[src/rtl/element_stack_if.sv]
// Bundles the element_parser-to-element_stack handshake and the node/status outputs.
interface element_stack_if #(
    parameter int TAG_W = 3,
    parameter int DEPTH = 16
);
    localparam int SP_W = $clog2(DEPTH) + 1;

    logic             elem_done;
    logic [TAG_W-1:0] elem_tag;
    logic             elem_closing;

    logic             node_valid;
    logic [TAG_W-1:0] node_tag;
    logic [TAG_W-1:0] node_parent;
    logic [SP_W-1:0]  node_depth;
    logic             close_valid;
    logic             doc_complete;
    logic [SP_W-1:0]  depth;
    logic             error;
    logic [1:0]       error_code;

    // Producer side: drives parser results, observes stack results.
    modport master (
        output elem_done, elem_tag, elem_closing,
        input  node_valid, node_tag, node_parent, node_depth,
        input  close_valid, doc_complete, depth, error, error_code
    );

    // element_stack side.
    modport slave (
        input  elem_done, elem_tag, elem_closing,
        output node_valid, node_tag, node_parent, node_depth,
        output close_valid, doc_complete, depth, error, error_code
    );
endinterface

[src/rtl/element_stack.sv]
// Open-element stack behind element_parser: emits a node record per opening tag,
// pops on matching closes, and latches overflow/underflow/mismatch errors.
module element_stack #(
    parameter int TAG_W    = 3,
    parameter int DEPTH    = 16,
    parameter int VOID_TAG = 5
) (
    input  logic            clock,
    input  logic            reset,
    element_stack_if.slave  bus
);
    localparam int PTR_W = $clog2(DEPTH);
    localparam int SP_W  = PTR_W + 1;

    typedef enum logic [1:0] {
        ST_IDLE = 2'd0,
        ST_EVAL = 2'd1,
        ST_ERR  = 2'd2
    } state_e;

    state_e           state_q, state_d;
    logic             elem_done_q;
    logic [TAG_W-1:0] cap_tag_q, cap_tag_d;
    logic             cap_close_q, cap_close_d;
    logic [SP_W-1:0]  sp_q, sp_d;
    logic             node_valid_q, node_valid_d;
    logic [TAG_W-1:0] node_tag_q, node_tag_d;
    logic [TAG_W-1:0] node_parent_q, node_parent_d;
    logic [SP_W-1:0]  node_depth_q, node_depth_d;
    logic             close_valid_q, close_valid_d;
    logic             doc_complete_q, doc_complete_d;
    logic             error_q, error_d;
    logic [1:0]       error_code_q, error_code_d;
    logic [TAG_W-1:0] stack_q [DEPTH];

    logic             event_s;
    logic             push_s;
    logic             full_s;
    logic             is_void_s;
    logic [PTR_W-1:0] top_idx_s;
    logic [TAG_W-1:0] top_tag_s;

    // Derive the rising-edge event and the top-of-stack view used by EVAL.
    always_comb begin
        event_s   = bus.elem_done & ~elem_done_q;
        full_s    = (sp_q == SP_W'(DEPTH));
        is_void_s = (cap_tag_q == TAG_W'(VOID_TAG));
        top_idx_s = sp_q[PTR_W-1:0] - PTR_W'(1);
        if (sp_q == SP_W'(0)) begin
            top_tag_s = TAG_W'(0);
        end else begin
            top_tag_s = stack_q[top_idx_s];
        end
    end

    // Next-state and registered-output computation for the IDLE/EVAL/ERR machine.
    always_comb begin
        state_d        = state_q;
        cap_tag_d      = cap_tag_q;
        cap_close_d    = cap_close_q;
        sp_d           = sp_q;
        node_valid_d   = 1'b0;
        node_tag_d     = node_tag_q;
        node_parent_d  = node_parent_q;
        node_depth_d   = node_depth_q;
        close_valid_d  = 1'b0;
        doc_complete_d = 1'b0;
        error_d        = error_q;
        error_code_d   = error_code_q;
        push_s         = 1'b0;

        case (state_q)
            ST_IDLE: begin
                if (event_s) begin
                    cap_tag_d   = bus.elem_tag;
                    cap_close_d = bus.elem_closing;
                    state_d     = ST_EVAL;
                end else begin
                    state_d     = ST_IDLE;
                end
            end
            ST_EVAL: begin
                // Events landing here are dropped: upstream spaces them out.
                state_d = ST_IDLE;
                if (!cap_close_q) begin
                    if (!is_void_s && full_s) begin
                        error_d      = 1'b1;
                        error_code_d = 2'b01;
                        state_d      = ST_ERR;
                    end else begin
                        node_valid_d  = 1'b1;
                        node_tag_d    = cap_tag_q;
                        node_parent_d = top_tag_s;
                        node_depth_d  = sp_q;
                        if (!is_void_s) begin
                            push_s = 1'b1;
                            sp_d   = sp_q + SP_W'(1);
                        end else begin
                            push_s = 1'b0;
                        end
                    end
                end else begin
                    if (sp_q == SP_W'(0)) begin
                        error_d      = 1'b1;
                        error_code_d = 2'b10;
                        state_d      = ST_ERR;
                    end else if (is_void_s || (cap_tag_q != top_tag_s)) begin
                        error_d      = 1'b1;
                        error_code_d = 2'b11;
                        state_d      = ST_ERR;
                    end else begin
                        sp_d           = sp_q - SP_W'(1);
                        close_valid_d  = 1'b1;
                        doc_complete_d = (sp_q == SP_W'(1));
                    end
                end
            end
            ST_ERR: begin
                state_d = ST_ERR;
            end
            default: begin
                state_d = ST_IDLE;
            end
        endcase
    end

    // State and output registers; reset clears everything but keeps tracking elem_done.
    always_ff @(posedge clock) begin
        elem_done_q <= bus.elem_done;
        if (reset) begin
            state_q        <= ST_IDLE;
            cap_tag_q      <= TAG_W'(0);
            cap_close_q    <= 1'b0;
            sp_q           <= SP_W'(0);
            node_valid_q   <= 1'b0;
            node_tag_q     <= TAG_W'(0);
            node_parent_q  <= TAG_W'(0);
            node_depth_q   <= SP_W'(0);
            close_valid_q  <= 1'b0;
            doc_complete_q <= 1'b0;
            error_q        <= 1'b0;
            error_code_q   <= 2'b00;
        end else begin
            state_q        <= state_d;
            cap_tag_q      <= cap_tag_d;
            cap_close_q    <= cap_close_d;
            sp_q           <= sp_d;
            node_valid_q   <= node_valid_d;
            node_tag_q     <= node_tag_d;
            node_parent_q  <= node_parent_d;
            node_depth_q   <= node_depth_d;
            close_valid_q  <= close_valid_d;
            doc_complete_q <= doc_complete_d;
            error_q        <= error_d;
            error_code_q   <= error_code_d;
        end
    end

    // Stack storage: contents are don't-care after reset, so only pushes write it.
    always_ff @(posedge clock) begin
        if (!reset && push_s) begin
            stack_q[sp_q[PTR_W-1:0]] <= cap_tag_q;
        end
    end

    assign bus.node_valid   = node_valid_q;
    assign bus.node_tag     = node_tag_q;
    assign bus.node_parent  = node_parent_q;
    assign bus.node_depth   = node_depth_q;
    assign bus.close_valid  = close_valid_q;
    assign bus.doc_complete = doc_complete_q;
    assign bus.depth        = sp_q;
    assign bus.error        = error_q;
    assign bus.error_code   = error_code_q;
endmodule

[src/flat_wrapper.sv]
// flat-port wrapper written by rule: the top's interface ports become plain ports
module element_stack_flat 
#(
    parameter int TAG_W    = 3,
    parameter int DEPTH    = 16,
    parameter int VOID_TAG = 5
)
  (clock, reset, bus_elem_done, bus_elem_tag, bus_elem_closing, bus_node_valid, bus_node_tag, bus_node_parent, bus_node_depth, bus_close_valid, bus_doc_complete, bus_depth, bus_error, bus_error_code);
  element_stack_if #(.TAG_W(TAG_W), .DEPTH(DEPTH)) bus_i ();
  input  logic clock;
  input  logic reset;
  input wire logic [$bits(bus_i.elem_done)-1:0] bus_elem_done;
  input wire logic [$bits(bus_i.elem_tag)-1:0] bus_elem_tag;
  input wire logic [$bits(bus_i.elem_closing)-1:0] bus_elem_closing;
  output wire logic [$bits(bus_i.node_valid)-1:0] bus_node_valid;
  output wire logic [$bits(bus_i.node_tag)-1:0] bus_node_tag;
  output wire logic [$bits(bus_i.node_parent)-1:0] bus_node_parent;
  output wire logic [$bits(bus_i.node_depth)-1:0] bus_node_depth;
  output wire logic [$bits(bus_i.close_valid)-1:0] bus_close_valid;
  output wire logic [$bits(bus_i.doc_complete)-1:0] bus_doc_complete;
  output wire logic [$bits(bus_i.depth)-1:0] bus_depth;
  output wire logic [$bits(bus_i.error)-1:0] bus_error;
  output wire logic [$bits(bus_i.error_code)-1:0] bus_error_code;
  assign bus_i.elem_done = bus_elem_done;
  assign bus_i.elem_tag = bus_elem_tag;
  assign bus_i.elem_closing = bus_elem_closing;
  assign bus_node_valid = bus_i.node_valid;
  assign bus_node_tag = bus_i.node_tag;
  assign bus_node_parent = bus_i.node_parent;
  assign bus_node_depth = bus_i.node_depth;
  assign bus_close_valid = bus_i.close_valid;
  assign bus_doc_complete = bus_i.doc_complete;
  assign bus_depth = bus_i.depth;
  assign bus_error = bus_i.error;
  assign bus_error_code = bus_i.error_code;
  element_stack #(.TAG_W(TAG_W), .DEPTH(DEPTH), .VOID_TAG(VOID_TAG)) u_core (.clock(clock), .reset(reset), .bus(bus_i));
endmodule
[config.mk]
export PLATFORM = sky130hd
export DESIGN_NAME = element_stack_flat
export DESIGN_NICKNAME = d
export VERILOG_FILES = /design/src/rtl/element_stack_if.sv /design/src/rtl/element_stack.sv /design/src/flat_wrapper.sv
export SDC_FILE = /design/constraint.sdc
export NUM_CORES = 1
export LEC_CHECK = 0
export ABC_AREA = 1
export CAP_MARGIN = 20
export CORE_MARGIN = 3
export CORE_UTILIZATION = 60
export DETAILED_ROUTE_END_ITERATION = 8
export PLACE_DENSITY = 0.82
export SLEW_MARGIN = 40
export SYNTH_ARGS = -nofsm -noshare
export SYNTH_HDL_FRONTEND = slang
export SYNTH_SLANG_ARGS = --single-unit
[constraint.sdc]
create_clock -name clock -period 5.41 [get_ports clock]
set_input_delay 1.082 -clock clock [delete_from_list [all_inputs] [get_ports clock]]
set_output_delay 1.082 -clock clock [all_outputs]
set_load 0.05 [all_outputs]
==> key figures <==
Worst setup path
  – Critical path depth: 15
  – CP max-delay cell: ha_1
  – Crit path max fanout: 14
  – Worst path max stage delay: 0.67 ns
  – RR Startpoint: u_core.bus.depth[1]$_SDFFE_PP0P_
  – FF-to-FF End: u_core.bus.depth[2]$_SDFFE_PP0P_
  – Required @ worst endpoint: 5.66 ns
  – Top delay family on crit path: simple AND/OR/NAND/NOR gates
  – R2R Setup Slk: ~2.4 ns
  – Worst r2r path cells: 15
  – End of the critical path: u_core.bus.depth[2]$_SDFFE_PP0P_
  – Startpoint type of the worst setup path: flop
  – Crit. End Element: flop
  – Critical path cell sequence: inv_1 > ha_1 > inv_1 > nand3_1 > nand3_1 > nand3_2 > nand3_2 > nand2_1 > nand2_1 > nor2_4 > nand2_4 > nand2_4 > nand3_1 > nand2_1 > nor2_1
  – CP Class: reg2reg
  – Crit path buffers/inverters: 2
  – Crit path from: u_core.bus.depth[1]$_SDFFE_PP0P_
  – Data arrival, critical path: 3.24 ns

Power and ir drop
  – Sequential power share: 0.534
  – PwrDens: about 320 mW/mm^2
  – Gate power share: 0.128
  – Clock network fraction of total power: 0.338
  – Power Internal: slightly below 0.0009 W
  – Leak: 1.42 nW
  – Sw Ratio: 0.270
  – Net Switching: roughly 0.00033 W
  – Worst IR drop on VDD: approximately 0.00027 V

Logic synthesis
  – Unique masters post-synth: 28
  – Mapped Area: 0.00337 mm^2
  – Yosys Warn Count: 0
  – Syn Nets: about 360
  – Gate Count Post-Synth: 350
  – Register area share after synthesis: 0.600
  – Mean Syn Cell Area: around 9.6 um^2
  – Yosys reg bits: 77

Global route
  – Vias in the first global route: about 2500
  – First-pass GRT wire length: approximately 12000 um
  – Largest net degree at the start of global routing: 32
  – Initial antenna violation count: 0
  – Grt ovf: 0
  – Gr usage total: 0.253

Cells and area
  – N_diodes: 0
  – Fill count: 400
  – Fin cells: roughly 450
  – Design area: a little under 0.004 mm^2
  – Area grow syn2layout: 14.0%
  – Commonest non-fill, non-tap cell in the layout: nand2_1
  – Layout cells sized above 1: 0.102
  – Commonest cells after routing, fill and taps aside: nand2_1 (78), edfxtp_1 (48), nand3_1 (47)
  – Multi-input combinational cell area: between 0.001 and 0.0015 mm^2
  – Reg area: 0.00202 mm^2
  – Fin nets: around 390
  – Layout Utilization: 0.730

Placement
  – Cell total after placement: between 400 and 500
  – Buffers added on ports: 28
  – Detail Placement HPWL: between 5000 and 6000 um
  – RePlAce Congestion: 0.839
  – Area after DPL: ~0.0037 mm^2
  – DP Worst Slack: between 2 and 2.5 ns

Clocking
  – Clock root buffer: clkbuf_8
  – Num CTS Buffers: 9
  – Setup Buffers After CTS: 0
  – Clk buf depth: 2
  – Clk sinks: 77
  – CTS tree: yes
  – H-tree levels: 3
  – Hold Buf Count CTS: 0
  – Clk slew on worst S/H paths: ~0.070 ns
  – Later-pin clock latency in the skew report: ~0.35 ns
  – PostCTS Resize Cnt: 0

Timing
  – Max Slew Vio Count: 0
  – Clk_skew: roughly 0.008 ns
  – Worst-margin pin slew: between 0.7 and 0.8 ns
  – Unrepaired setup endpoints after global routing: false
  – Final setup fails: 0
  – Final period util: 0.554
  – Final setup margin: between 2 and 2.5 ns
  – Setup TNS: 0 ns
  – Final Hold Fails: 0
  – Maximum clock rate: ~0.33 GHz
  – Post-layout min period: between 2 and 3 ns
  – Max transition margin: 0.527

Route
  – Vias per cell: a little under 6
  – ANT nets after route: 0
  – DR pass1 iterations: 5
  – Final wirelength: 7580 um
  – DR vias: 2620
  – Number of remaining DRC errors: 0
  – Post-DR wirelength/cell: ~17 um
  – Iter 0 DRT Violations: around 210

Floorplanning
  – Die width: just over 80 um
  – Initial core utilization: 0.640
  – Die area: 0.00656 mm^2
  – Boundary pin count: 29
  – Placeable Area: around 0.0053 mm^2
  – Die Ht: between 80 and 90 um
  – Row count: 26

Run
  – Max Cap Violations: 0

Status
  – Status: complete, no violations

Hold path
  – Worst hold path type: reg2reg
## cell type report
cell class / instances / area share
Sequential cell: 77 / 0.526
Multi-Input combinational cell: 234 / 0.304
Timing Repair Buffer: 29 / 0.0748
Clock buffer: 10 / 0.0332
Inverter: 26 / 0.0254
Tap cell: 70 / 0.0228
Clock inverter: 6 / 0.0140
## tightest hold or removal path: stages, from the launching register on
cell,delay (ns)
dfxtp_1,0.31
inv_1,0.04
a21oi_1,0.05
## registers in the layout (all words and copies together), names as in the netlist
| name | cells |
|---|---|
| u_core.bus.node_depth | 5 |
| u_core.state_q | 2 |
| u_core.cap_tag_q | 3 |
| u_core.bus.node_valid | 1 |
| u_core.elem_done_q | 1 |
| u_core.bus.close_valid | 1 |
| u_core.bus.node_tag | 3 |
| u_core.bus.node_parent | 3 |
| u_core.bus.doc_complete | 1 |
| u_core.bus.error | 1 |
| u_core.bus.error_code | 2 |
| u_core.stack_q | 48 |
| u_core.cap_close_q | 1 |
| u_core.bus.depth | 5 |
## power groups by stage
stage	Combinational, W	Clock (W)	Sequential, W
2_1_floorplan	0.0000945	0	0.000678
3_5_place_dp	0.000152	0	0.000664
6_report	0.000155	0.000412	0.000651
5_1_grt	0.000170	0.000443	0.000653
4_1_cts	0.000154	0.000409	0.000651
3_3_place_gp	0.000148	0	0.000663
## logic make-up (layout without fill, tap and decap cells)
group,count (synthesis),count (layout),synth area share
xor+xnor,1,1,0.00260
fa+ha+maj,5,5,0.0186
simple gates,186,186,0.259
buf+inv,39,71,0.0549
flops,77,77,0.600
compound gates,42,42,0.0653
## stage by stage
stage                     hold slack, ns  total power, W
after global placement             0.441        0.000812
after floorplan                    0.463        0.000773
after detailed placement           0.448        0.000816
after global routing               0.476         0.00127
after CTS                          0.458         0.00121
final                              0.454         0.00122
## Yosys cell counts
| master | count | share of area |
|---|---|---|
| nor3_2 | 1 | 0.0030 |
| nand4_1 | 3 | 0.0056 |
| nand2_2 | 2 | 0.0037 |
| clkbuf_1 | 4 | 0.0045 |
| nand2_1 | 78 | 0.087 |
| dfxtp_1 | 29 | 0.17 |
| a211oi_1 | 1 | 0.0022 |
| buf_4 | 1 | 0.0022 |
| nor2_4 | 2 | 0.0067 |
| nand3_1 | 47 | 0.070 |
| o31ai_2 | 1 | 0.0037 |
| inv_2 | 6 | 0.0067 |
| nor4_1 | 1 | 0.0019 |
| o21ai_0 | 16 | 0.024 |
| o21ai_1 | 1 | 0.0015 |
| inv_1 | 20 | 0.022 |
| nor2_2 | 2 | 0.0037 |
| nor2_1 | 33 | 0.037 |
| edfxtp_1 | 48 | 0.43 |
| a21oi_1 | 23 | 0.034 |
| ha_1 | 5 | 0.019 |
| xnor2_1 | 1 | 0.0026 |
| nand3_2 | 8 | 0.024 |
| buf_6 | 4 | 0.013 |
| nor3_1 | 6 | 0.0089 |
| and3_1 | 1 | 0.0019 |
| buf_2 | 4 | 0.0059 |
| nand2_4 | 2 | 0.0067 |
## metal layers
metal | share of wire | vias to the layer above | wire (um) | track usage
li1 | - | 1241 | - | -
met1 | 0.44 | 1256 | 3360 | 0.343
met2 | 0.48 | 106 | 3610 | 0.388
met3 | 0.063 | 17 | 476 | 0.0787
met4 | 0.018 | 0 | 139 | 0.0861
met5 | 0 | - | 0 | 0
## worst min path at each step
stage,from,endpoint,depth (start not counted)
finish,u_core.bus.error$_SDFFE_PP0P_,u_core.bus.error$_SDFFE_PP0P_,2
global route,u_core.bus.error$_SDFFE_PP0P_,u_core.bus.error$_SDFFE_PP0P_,2
CTS,u_core.bus.error$_SDFFE_PP0P_,u_core.bus.error$_SDFFE_PP0P_,2
detailed placement,u_core.bus.error$_SDFFE_PP0P_,u_core.bus.error$_SDFFE_PP0P_,2
global placement,u_core.bus.error$_SDFFE_PP0P_,u_core.bus.error$_SDFFE_PP0P_,2
floorplan,u_core.state_q[1]$_SDFF_PP0_,u_core.state_q[1]$_SDFF_PP0_,2
Note: power is estimated with default switching activity, not from simulation.
